[config.mk]
export PLATFORM = sky130hd
export DESIGN_NAME = enemy_fire_scheduler
export DESIGN_NICKNAME = d
export VERILOG_FILES = /design/src/rtl/enemy_fire_scheduler.sv
export SDC_FILE = /design/constraint.sdc
export NUM_CORES = 1
export LEC_CHECK = 0
export ABC_AREA = 1
export BUFFER_PORTS_ARGS = -buffer_cell sky130_fd_sc_hd__clkbuf_2
export CAP_MARGIN = 10
export CORE_AREA = 5 5 176 178
export DETAILED_ROUTE_END_ITERATION = 10
export DIE_AREA = 0 0 181 183
export PLACE_DENSITY_LB_ADDON = 0.3
export RECOVER_POWER = 50
export SETUP_SLACK_MARGIN = 0.2
export SLEW_MARGIN = 0
export SYNTH_ARGS = -nofsm -noshare
export SYNTH_HDL_FRONTEND = slang
export SYNTH_SLANG_ARGS = --single-unit
[constraint.sdc]
create_clock -name clk25 -period 4.2 [get_ports clk25]
set_input_delay 0.42 -clock clk25 [delete_from_list [all_inputs] [get_ports clk25]]
set_output_delay 0.42 -clock clk25 [all_outputs]
set_load 0.05 [all_outputs]
[src/rtl/enemy_fire_scheduler.sv]
// Enemy return-fire scheduler: round-robin shooter selection, shared bullet-slot
// pool, per-frame bullet motion and slot clearing on hit or screen exit.
module enemy_fire_scheduler #(
  parameter int ENEMY_COUNT  = 17,
  parameter int SLOT_COUNT   = 4,
  parameter int FIRE_PERIOD  = 30,
  parameter int BULLET_SPEED = 2,
  parameter int SCREEN_H     = 480
) (
  input  logic                     clk25,
  input  logic                     rst_n,
  input  logic                     frame_tick,
  input  logic                     enable,
  input  logic [ENEMY_COUNT-1:0]   enemy_alive,
  input  logic [10*ENEMY_COUNT-1:0] enemy_x_flat,
  input  logic [10*ENEMY_COUNT-1:0] enemy_y_flat,
  input  logic [SLOT_COUNT-1:0]    slot_hit,
  output logic [10*SLOT_COUNT-1:0] ebullet_x_flat,
  output logic [10*SLOT_COUNT-1:0] ebullet_y_flat,
  output logic [SLOT_COUNT-1:0]    ebullet_active,
  output logic                     fire_pulse,
  output logic [4:0]               fire_idx
);

  localparam int CW = (FIRE_PERIOD > 1) ? $clog2(FIRE_PERIOD) : 1;
  localparam int SW = (SLOT_COUNT > 1) ? $clog2(SLOT_COUNT) : 1;
  localparam logic [CW-1:0] CD_RELOAD  = CW'(FIRE_PERIOD - 1);
  localparam logic [4:0]    LAST_IDX   = 5'(ENEMY_COUNT - 1);
  localparam logic [5:0]    SCAN_LAST  = 6'(ENEMY_COUNT - 1);
  localparam logic [10:0]   SCREEN_H11 = 11'(SCREEN_H);
  localparam logic [10:0]   SPEED11    = 11'(BULLET_SPEED);

  typedef enum logic [1:0] {IDLE, WAIT, SCAN, LAUNCH} state_t;

  state_t                       state_q, state_d;
  logic [CW-1:0]                cooldown_q, cooldown_d;
  logic [4:0]                   last_q, last_d;
  logic [4:0]                   ptr_q, ptr_d;
  logic [4:0]                   idx_q, idx_d;
  logic [5:0]                   scanned_q, scanned_d;
  logic                         pulse_q, pulse_d;
  logic [SLOT_COUNT-1:0][9:0]   x_q, x_d;
  logic [SLOT_COUNT-1:0][9:0]   y_q, y_d;
  logic [SLOT_COUNT-1:0]        act_q, act_d;

  logic [9:0]    cur_x, cur_y;
  logic          cur_alive;
  logic          any_free;
  logic [SW-1:0] free_slot;
  logic          eligible;
  logic          launch;
  logic [4:0]    ptr_next;

  // Enemy selected by the scan pointer.
  always_comb begin
    cur_x     = '0;
    cur_y     = '0;
    cur_alive = 1'b0;
    for (int unsigned i = 0; i < ENEMY_COUNT; i++) begin
      if (ptr_q == 5'(i)) begin
        cur_x     = enemy_x_flat[10*i +: 10];
        cur_y     = enemy_y_flat[10*i +: 10];
        cur_alive = enemy_alive[i];
      end
    end
  end

  always_comb begin
    any_free  = 1'b0;
    free_slot = '0;
    for (int unsigned s = 0; s < SLOT_COUNT; s++) begin
      if (!act_q[s] && !any_free) begin
        any_free  = 1'b1;
        free_slot = SW'(s);
      end
    end
  end

  assign eligible = cur_alive && any_free && (({1'b0, cur_y} + 11'd32) < SCREEN_H11);
  assign launch   = (state_q == LAUNCH) && enable && any_free;
  assign ptr_next = (ptr_q == LAST_IDX) ? '0 : ptr_q + 5'd1;

  always_comb begin
    state_d    = state_q;
    cooldown_d = cooldown_q;
    last_d     = last_q;
    ptr_d      = ptr_q;
    scanned_d  = scanned_q;
    idx_d      = idx_q;
    pulse_d    = 1'b0;
    if (state_q == IDLE) cooldown_d = CD_RELOAD;
    if (!enable) begin
      state_d = IDLE;
    end else begin
      case (state_q)
        IDLE: state_d = WAIT;
        WAIT: begin
          if (frame_tick) begin
            if (cooldown_q != '0) begin
              cooldown_d = cooldown_q - 1'b1;
            end else begin
              state_d   = SCAN;
              ptr_d     = (last_q == LAST_IDX) ? '0 : last_q + 5'd1;
              scanned_d = '0;
            end
          end
        end
        SCAN: begin
          if (eligible) begin
            state_d = LAUNCH;
          end else begin
            ptr_d     = ptr_next;
            scanned_d = scanned_q + 6'd1;
            // Full lap without a shooter: retry on the very next frame.
            if (scanned_q == SCAN_LAST) begin
              state_d    = WAIT;
              cooldown_d = '0;
            end
          end
        end
        LAUNCH: begin
          state_d = WAIT;
          if (any_free) begin
            idx_d      = ptr_q;
            last_d     = ptr_q;
            pulse_d    = 1'b1;
            cooldown_d = CD_RELOAD;
          end
        end
        default: state_d = IDLE;
      endcase
    end
  end

  // Per-slot priority: launch write, then hit, then frame motion.
  always_comb begin
    x_d   = x_q;
    y_d   = y_q;
    act_d = act_q;
    for (int unsigned s = 0; s < SLOT_COUNT; s++) begin
      if (launch && (free_slot == SW'(s))) begin
        x_d[s]   = cur_x + 10'd12;
        y_d[s]   = cur_y + 10'd32;
        act_d[s] = 1'b1;
      end else if (slot_hit[s]) begin
        act_d[s] = 1'b0;
      end else if (frame_tick && act_q[s]) begin
        if (({1'b0, y_q[s]} + SPEED11) >= SCREEN_H11) act_d[s] = 1'b0;
        else                                          y_d[s]   = y_q[s] + SPEED11[9:0];
      end
    end
  end

  always_ff @(posedge clk25 or negedge rst_n) begin
    if (!rst_n) begin
      state_q    <= IDLE;
      cooldown_q <= CD_RELOAD;
      last_q     <= LAST_IDX;
      ptr_q      <= '0;
      idx_q      <= '0;
      scanned_q  <= '0;
      pulse_q    <= 1'b0;
      x_q        <= '0;
      y_q        <= '0;
      act_q      <= '0;
    end else begin
      state_q    <= state_d;
      cooldown_q <= cooldown_d;
      last_q     <= last_d;
      ptr_q      <= ptr_d;
      idx_q      <= idx_d;
      scanned_q  <= scanned_d;
      pulse_q    <= pulse_d;
      x_q        <= x_d;
      y_q        <= y_d;
      act_q      <= act_d;
    end
  end

  assign ebullet_x_flat = x_q;
  assign ebullet_y_flat = y_q;
  assign ebullet_active = act_q;
  assign fire_pulse     = pulse_q;
  assign fire_idx       = idx_q;

endmodule
==> flow_metrics.tcl, run 1 <==
set metrics [dict create \
    multiInputGateArea_um2 6061 \
    ys_warn_count 0 \
    cts-buffers-inserted 9 \
    globalRouteOverflowTotal 0 \
    drive_above_1_share_pct 26.62 \
    gp_congestion 1.095 \
    crit_type "flip-flop to flip-flop" \
    synth_edf_count 0 \
    die_x_um 181 \
    met2_usage_pct 49.19 \
    clk_path_buf_depth 2 \
    postSynthRegisterBits 109 \
    vias_per_cell 5.122 \
    avgSynthCellArea_um2 6.051 \
    r2r_cells 28 \
    mostFrequentLayoutCells "nand2_1 (621), clkbuf_2 (410), inv_1 (192)" \
    rsz0062_at_grt "false" \
    internal-power_mw 3.469 \
    skew_ns 0.01058 \
    layout_commonest_cell "nand2_1" \
    end_kind "flip-flop" \
    ys_seq_area_share_pct 27.74 \
    via_count 12690 \
    slew_headroom_pct -101.5 \
    cp_top_family "simple AND/OR/NAND/NOR gates" \
    worst_r2r_startpoint "ptr_q[0]$_DFFE_PN0P_" \
    hp-start "slot_hit[0]" \
    synth_area_um2 9857 \
    ys_async_sr_fraction_pct 100.0 \
    syn_to_final_growth_pct 31.87 \
    min_period_ns 3.717 \
    finalSetupViolCount 0 \
    rows 63 \
    numPortBuffers 454 \
    clock_power_share_pct 10.2 \
    grt_first_pass_wirelength_um 77710 \
    finalCritPeriodShare_pct 88.50 \
    grt_busiest_layer "met2" \
    dp_worst_setup_slack_ns 0.2809 \
    fin_area_um2 13000 \
    violations "capacitance limit, slew limit" \
    ant_nets 0 \
    max_freq_ghz 0.2690 \
    p_per_area_nw_per_um2 656.4 \
    synth.top_cell.area_share_pct 26.40 \
    slew_viol_final 54 \
    grtUsageMet1_pct 40.60 \
    power.sequential.fraction_pct 19.1 \
    cpPeakStageDelay_ns 0.44 \
    cap_viol_max_count 1 \
    fillers 3233 \
    regToRegSetupSlack_ns 0.48 \
    p_leak_nw 7.102 \
    grtUsageTotal_pct 31.14 \
    arrival_ns 3.97 \
    grt_pass1_vias 12170 \
    grt_max_degree 54 \
    tns_ns 0 \
    dpl_cell_area_um2 12580 \
    first_iter_violations 993 \
    hpwl_um 45020 \
    cp_max_fo 7 \
    worstMarginPinSlew_ns 3.023 \
    hold_end "ebullet_active[0]$_DFFE_PN0P_" \
    cp-start-kind "flip-flop" \
    synth_nets 2011 \
    drc 0 \
    synth_top_flop_cell "dfrtp_1" \
    core_area_um2 29240 \
    required_ns 4.46 \
    clock_sinks 109 \
    crit_top_cell "nand2_1" \
    worst-path-buf-inv 3 \
    power.share.switching_pct 59.35 \
    min_path_cells 2 \
    wl_per_cell_um 21.84 \
    combPwrFrac_pct 70.7 \
    ir_drop_uv 395.4 \
    slowest_stage "dfrtp_2" \
    hold_path_class "primary input to flip-flop" \
    hold_violations 0 \
    antenna_found_initial 16 \
    worst_slack_ns 0.4829 \
    clk_pin_slew_worst_paths_ns 0.09 \
    synthTopCellsByArea "dfrtp_1 (26%), nand2_1 (24%), inv_1 (7.4%), nand3_1 (6.7%), o21ai_0 (5.3%)" \
    drt-total-wl_um 54130 \
    initial_core_util_pct 33.71 \
    clockRootBuffer "clkbuf_16" \
    r2r-end "ebullet_x_flat[8]$_DFFE_PN0P_" \
    switchingPower_mw 5.064 \
    drt_first_pass_iters 7 \
    ff_latch_area_um2 2738 \
    status "finished, violations left" \
    syn_inst 1629 \
    clkLatencyLatePin_ns 0.36 \
    gr-usage-met3_pct 8.231 \
    dieArea_um2 33120 \
    synth.largest_area_cell "dfrtp_1" \
    finalNetCount 2452 \
    cts_tree "done" \
    synth_cell_type_count 51 \
    dieHeight_um 183 \
    h-tree-depth 3 \
    io_pins 455 \
]
==> how the worst max path moves through the flow <==
stage,to,start,depth (start not counted)
6_report,ebullet_x_flat[8]$_DFFE_PN0P_,ptr_q[0]$_DFFE_PN0P_,28
5_1_grt,ptr_q[0]$_DFFE_PN0P_,ptr_q[1]$_DFFE_PN0P_,32
4_1_cts,ptr_q[0]$_DFFE_PN0P_,ptr_q[1]$_DFFE_PN0P_,34
3_5_place_dp,ptr_q[0]$_DFFE_PN0P_,ptr_q[1]$_DFFE_PN0P_,34
3_3_place_gp,ebullet_x_flat[8]$_DFFE_PN0P_,ptr_q[1]$_DFFE_PN0P_,29
2_1_floorplan,ebullet_x_flat[18]$_DFFE_PN0P_,ptr_q[0]$_DFFE_PN0P_,30
==> cells in the mapped netlist, types with 8 or more instances <==
library cell	count
nand2_1	622
inv_1	194
nand3_1	131
o21ai_0	105
dfrtp_1	104
nor2_1	95
a21oi_1	37
clkbuf_1	32
o21ai_1	23
nor3_1	22
o211ai_1	21
or2_2	19
xor2_1	18
ha_1	17
a31oi_1	14
o221ai_1	14
o22ai_1	14
buf_1	13
buf_2	13
inv_2	12
o21bai_1	10
xnor2_1	9
buf_4	8
==> repair_timing <==
action | CTS | global route
hold buffers | 0 | 0
setup buffers | 0 | 7
endpoints found under the setup margin | 0 | 35
gates resized for setup | 0 | 30
==> logic make-up after synthesis <==
group                      Yosys count  share of synthesized area (%)
AOI/OAI and AO/OA                  257                          15.47
muxes                                1                         0.1016
DFF                                109                          27.74
adders and majority gates           17                          2.158
xor gates and xnor gates            28                          2.564
and+or+nand+nor                    938                          40.44
buffers and inverters              279                          11.53
==> metal layers <==
metal,up-vias,part of all wire (%)
li1,6109,-
met3,85,8.3
met1,5922,42
met5,-,0.039
met4,4,4.1
met2,572,45
==> through the flow <==
stage	hold slack, ns	util (%)	std cells	power, mW
after CTS	0.1337	44.00	2455	8.391
final	0.2629	44.45	2478	8.533
after floorplan	0.1244	-	1629	5.511
after global routing	0.2768	44.45	2478	9.221
after global placement	0.4624	43.00	2440	7.427
after detailed placement	0.4626	43.00	2440	7.491
==> cell type report <==
cell class                      count  share of cell area, %
Multi-Input combinational cell   1243                  46.63
Clock buffer                        9                  1.733
Clock inverter                      6                 0.5198
Tap cell                          390                  3.754
Sequential cell                   109                  21.06
Antenna cell                       14                 0.2695
Timing Repair Buffer              499                  19.93
Inverter                          208                  6.103
==> power by group through the flow <==
stage / logic (mW) / registers [mW] / clock network, mW
after CTS: 5.88 / 1.62 / 0.888
after global routing: 6.62 / 1.67 / 0.933
after detailed placement: 5.86 / 1.64 / 0
after global placement: 5.80 / 1.63 / 0
after floorplan: 3.38 / 2.13 / 0
final: 6.03 / 1.63 / 0.871
==> sequential cells by signal, indices dropped and copies added (netlist names) <==
| signal | flops |
|---|---|
| cooldown_q | 5 |
| state_q | 2 |
| ebullet_x_flat | 40 |
| ebullet_active | 4 |
| fire_idx | 1 |
| ebullet_y_flat | 40 |
| scanned_q | 6 |
| ptr_q | 5 |
| last_q | 5 |
| fire_pulse | 1 |
Power figures use the tool's default switching activity.
==> run 2, diff against run 1 <==
--- a/config.mk
+++ b/config.mk
@@ -8,9 +8,10 @@
 export ABC_AREA = 1
 export BUFFER_PORTS_ARGS = -buffer_cell sky130_fd_sc_hd__clkbuf_2
 export CAP_MARGIN = 10
-export CORE_AREA = 5 5 176 178
+export CORE_AREA = 5 5 173 175
+export CTS_BUF_LIST = sky130_fd_sc_hd__clkbuf_2
 export DETAILED_ROUTE_END_ITERATION = 10
-export DIE_AREA = 0 0 181 183
+export DIE_AREA = 0 0 178 180
 export PLACE_DENSITY_LB_ADDON = 0.3
 export RECOVER_POWER = 50
 export SETUP_SLACK_MARGIN = 0.2
==> constraint.sdc (replaced) <==
create_clock -name clk25 -period 4.3 [get_ports clk25]
set_input_delay 0.43 -clock clk25 [delete_from_list [all_inputs] [get_ports clk25]]
set_output_delay 0.43 -clock clk25 [all_outputs]
set_load 0.05 [all_outputs]
==> run 2 against run 1 <==
Net effect:
- the run still ends with capacitance limit, slew limit left
- first-iteration DRC count is 8.8% lower
- setup slack worse by 0.11 ns
- die area is 3.3% lower
- non-clock buffer count stayed put
- flip-flop and latch count stayed put
- cell count is 0.36% lower
- utilization is 0.85 points higher
- sequential power is 2% lower
- global-route usage is 0.68 points lower
- critical endpoint is now ebullet_y_flat[22]$_DFFE_PN0P_
- largest cell class unchanged
==> flow_metrics.tcl, run 2 (synthesis results as in run 1) <==
set metrics [dict create \
    dieHeight_um 180 \
    clkLatencyLatePin_ns 0.66 \
    drc 0 \
    core_area_um2 28310 \
    worstPathCellList "inv_1 -> ha_1 -> inv_1 -> nor2_2 -> nand2_1 -> nor2_4 -> nand2_1 -> a31oi_1 -> a21oi_1 -> a21oi_1 -> o22ai_1 -> o2111ai_1 -> buf_4 -> o21ai_0 -> nand2_1 -> o211ai_1 -> nand3_1 -> o21bai_1 -> nand2_1 -> nand2_1 -> nand2_1 -> nand2_1 -> nand2_1" \
    grtUsageTotal_pct 30.47 \
    ir_drop_uv 728.6 \
    min_path_cells 3 \
    violations "capacitance limit, slew limit" \
    finalNetCount 2454 \
    min_period_ns 3.925 \
    h-tree-depth 3 \
    first_iter_violations 906 \
    p_leak_nw 7.045 \
    hold_violations 0 \
    finalSetupViolCount 0 \
    finalNonFillerCells 2469 \
    tns_ns 0 \
    cts-buffers-inserted 9 \
    r2r_cells 23 \
    globalRouteOverflowTotal 0 \
    grt_pass1_vias 12180 \
    antenna_found_initial 17 \
    drive_above_1_share_pct 26.62 \
    slowest_stage "dfrtp_2" \
    arrival_ns 4.53 \
    clockRootBuffer "clkbuf_2" \
    dpl_cell_area_um2 12540 \
    rows 62 \
    slew_viol_final 66 \
    slew_headroom_pct -37.44 \
    grt_first_pass_wirelength_um 73690 \
    drt-total-wl_um 52140 \
    crit_type "flip-flop to flip-flop" \
    dp_cells 2428 \
    required_ns 4.91 \
    max_freq_ghz 0.2548 \
    cpPeakStageDelay_ns 0.52 \
    fin_util_pct 45.29 \
    finalCritPeriodShare_pct 91.28 \
    cts_tree "done" \
    cap_viol_max_count 2 \
    clk_path_buf_depth 2 \
    p_per_area_nw_per_um2 623.9 \
    hpwl_um 42800 \
    gp_congestion 1.109 \
    initial_core_util_pct 34.81 \
    fin_area_um2 12820 \
    mostFrequentLayoutCells "nand2_1 (620), clkbuf_2 (422), inv_1 (194)" \
    wl_per_cell_um 21.12 \
    fillers 3084 \
    die_x_um 178 \
    clk_pin_slew_worst_paths_ns 0.32 \
    end_kind "flip-flop" \
    via_count 12780 \
    rsz0062_at_grt "false" \
    status "finished, violations left" \
    skew_ns 0.04013 \
    drt_first_pass_iters 7 \
    hold_path_class "primary input to flip-flop" \
    layout_commonest_cell "nand2_1" \
    grt_max_degree 48 \
    numPortBuffers 454 \
    cp_max_fo 6 \
    dieArea_um2 32040 \
    clock_sinks 109 \
    worstMarginPinSlew_ns 2.062 \
    io_pins 455 \
    vias_per_cell 5.178 \
    cp-start-kind "flip-flop" \
    crit_top_cell "nand2_1" \
    syn_to_final_growth_pct 30.11 \
    ant_nets 0 \
]
[run 2: cell types whose count changed in the layout (fill, tap and decap cells not counted), moves of 3 or more]
cell,change
clkbuf_16,-9
clkbuf_2,+12
diode_2,-6
inv_6,-3
inv_8,+3
[run 2: worst max-delay path, delay by kind of cell, from the launching register on]
family	cells	cell delay, ns
compound gates	8	1.33
fa+ha+maj	1	0.21
flops	1	0.52
buf+inv	3	0.42
simple gates	11	1.41
[run 2: layout make-up]
class,instances,area (um2),area share [%]
diodes,8,20.02,0.1561
clock buffers,9,45.04,0.3512
clock inverters,7,75.07,0.5854
inverters,208,793.3,6.185
multi-input cells,1245,6092,47.50
flip-flops and latches,109,2738,21.35
well taps,384,480.5,3.746
repair buffers,499,2581,20.13
[run 2: worst paths after layout]
check | from | slack (ns) | to
max in group asynchronous | rst_n | 1.06 | ptr_q[0]$_DFFE_PN0P_
min in group asynchronous | rst_n | 0.85 | ebullet_y_flat[36]$_DFFE_PN0P_
min reg2reg | fire_idx[4]$_DFFE_PN0P_ | 0.52 | fire_idx[4]$_DFFE_PN0P_
max | ptr_q[0]$_DFFE_PN0P_ | 0.38 | ebullet_y_flat[22]$_DFFE_PN0P_
max reg2reg | ptr_q[0]$_DFFE_PN0P_ | 0.38 | ebullet_y_flat[22]$_DFFE_PN0P_
min | slot_hit[3] | 0.07 | ebullet_active[3]$_DFFE_PN0P_
[run 2: routing by layer]
layer / wire length, um / track usage [%]
met4: 2377 / 12.31
met5: 126 / 0
met1: 20690 / 37.89
met3: 5596 / 10.08
met2: 23350 / 48.52
[run 2: power by group]
| group | switching [mW] | internal, mW | leakage [nW] |
|---|---|---|---|
| clock | 0.402 | 0.0991 | 0.0713 |
| combinational | 4.22 | 1.69 | 5.58 |
| sequential | 0.289 | 1.30 | 1.39 |
| total | 4.91 | 3.09 | 7.04 |
[run 2: what timing repair did]
item | in CTS | in global routing
setup endpoints to repair | 0 | 49
setup buffers | 0 | 11
gates resized for setup | 0 | 24
endpoints found under the hold margin | 35 | 0
hold buffers | 2 | 0
[run 2: per-stage QoR]
| stage | setup WS [ns] | hold slack [ns] | total power [mW] |
|---|---|---|---|
| after global routing | 0.1515 | 0.01950 | 8.667 |
| final | 0.3752 | 0.06589 | 8.001 |
| after CTS | 0.2017 | 0.01075 | 7.857 |
| after detailed placement | 0.2810 | 0.4319 | 7.329 |
| after global placement | 0.3617 | 0.4269 | 7.260 |
| after floorplan | 1.048 | 0.1344 | 5.383 |
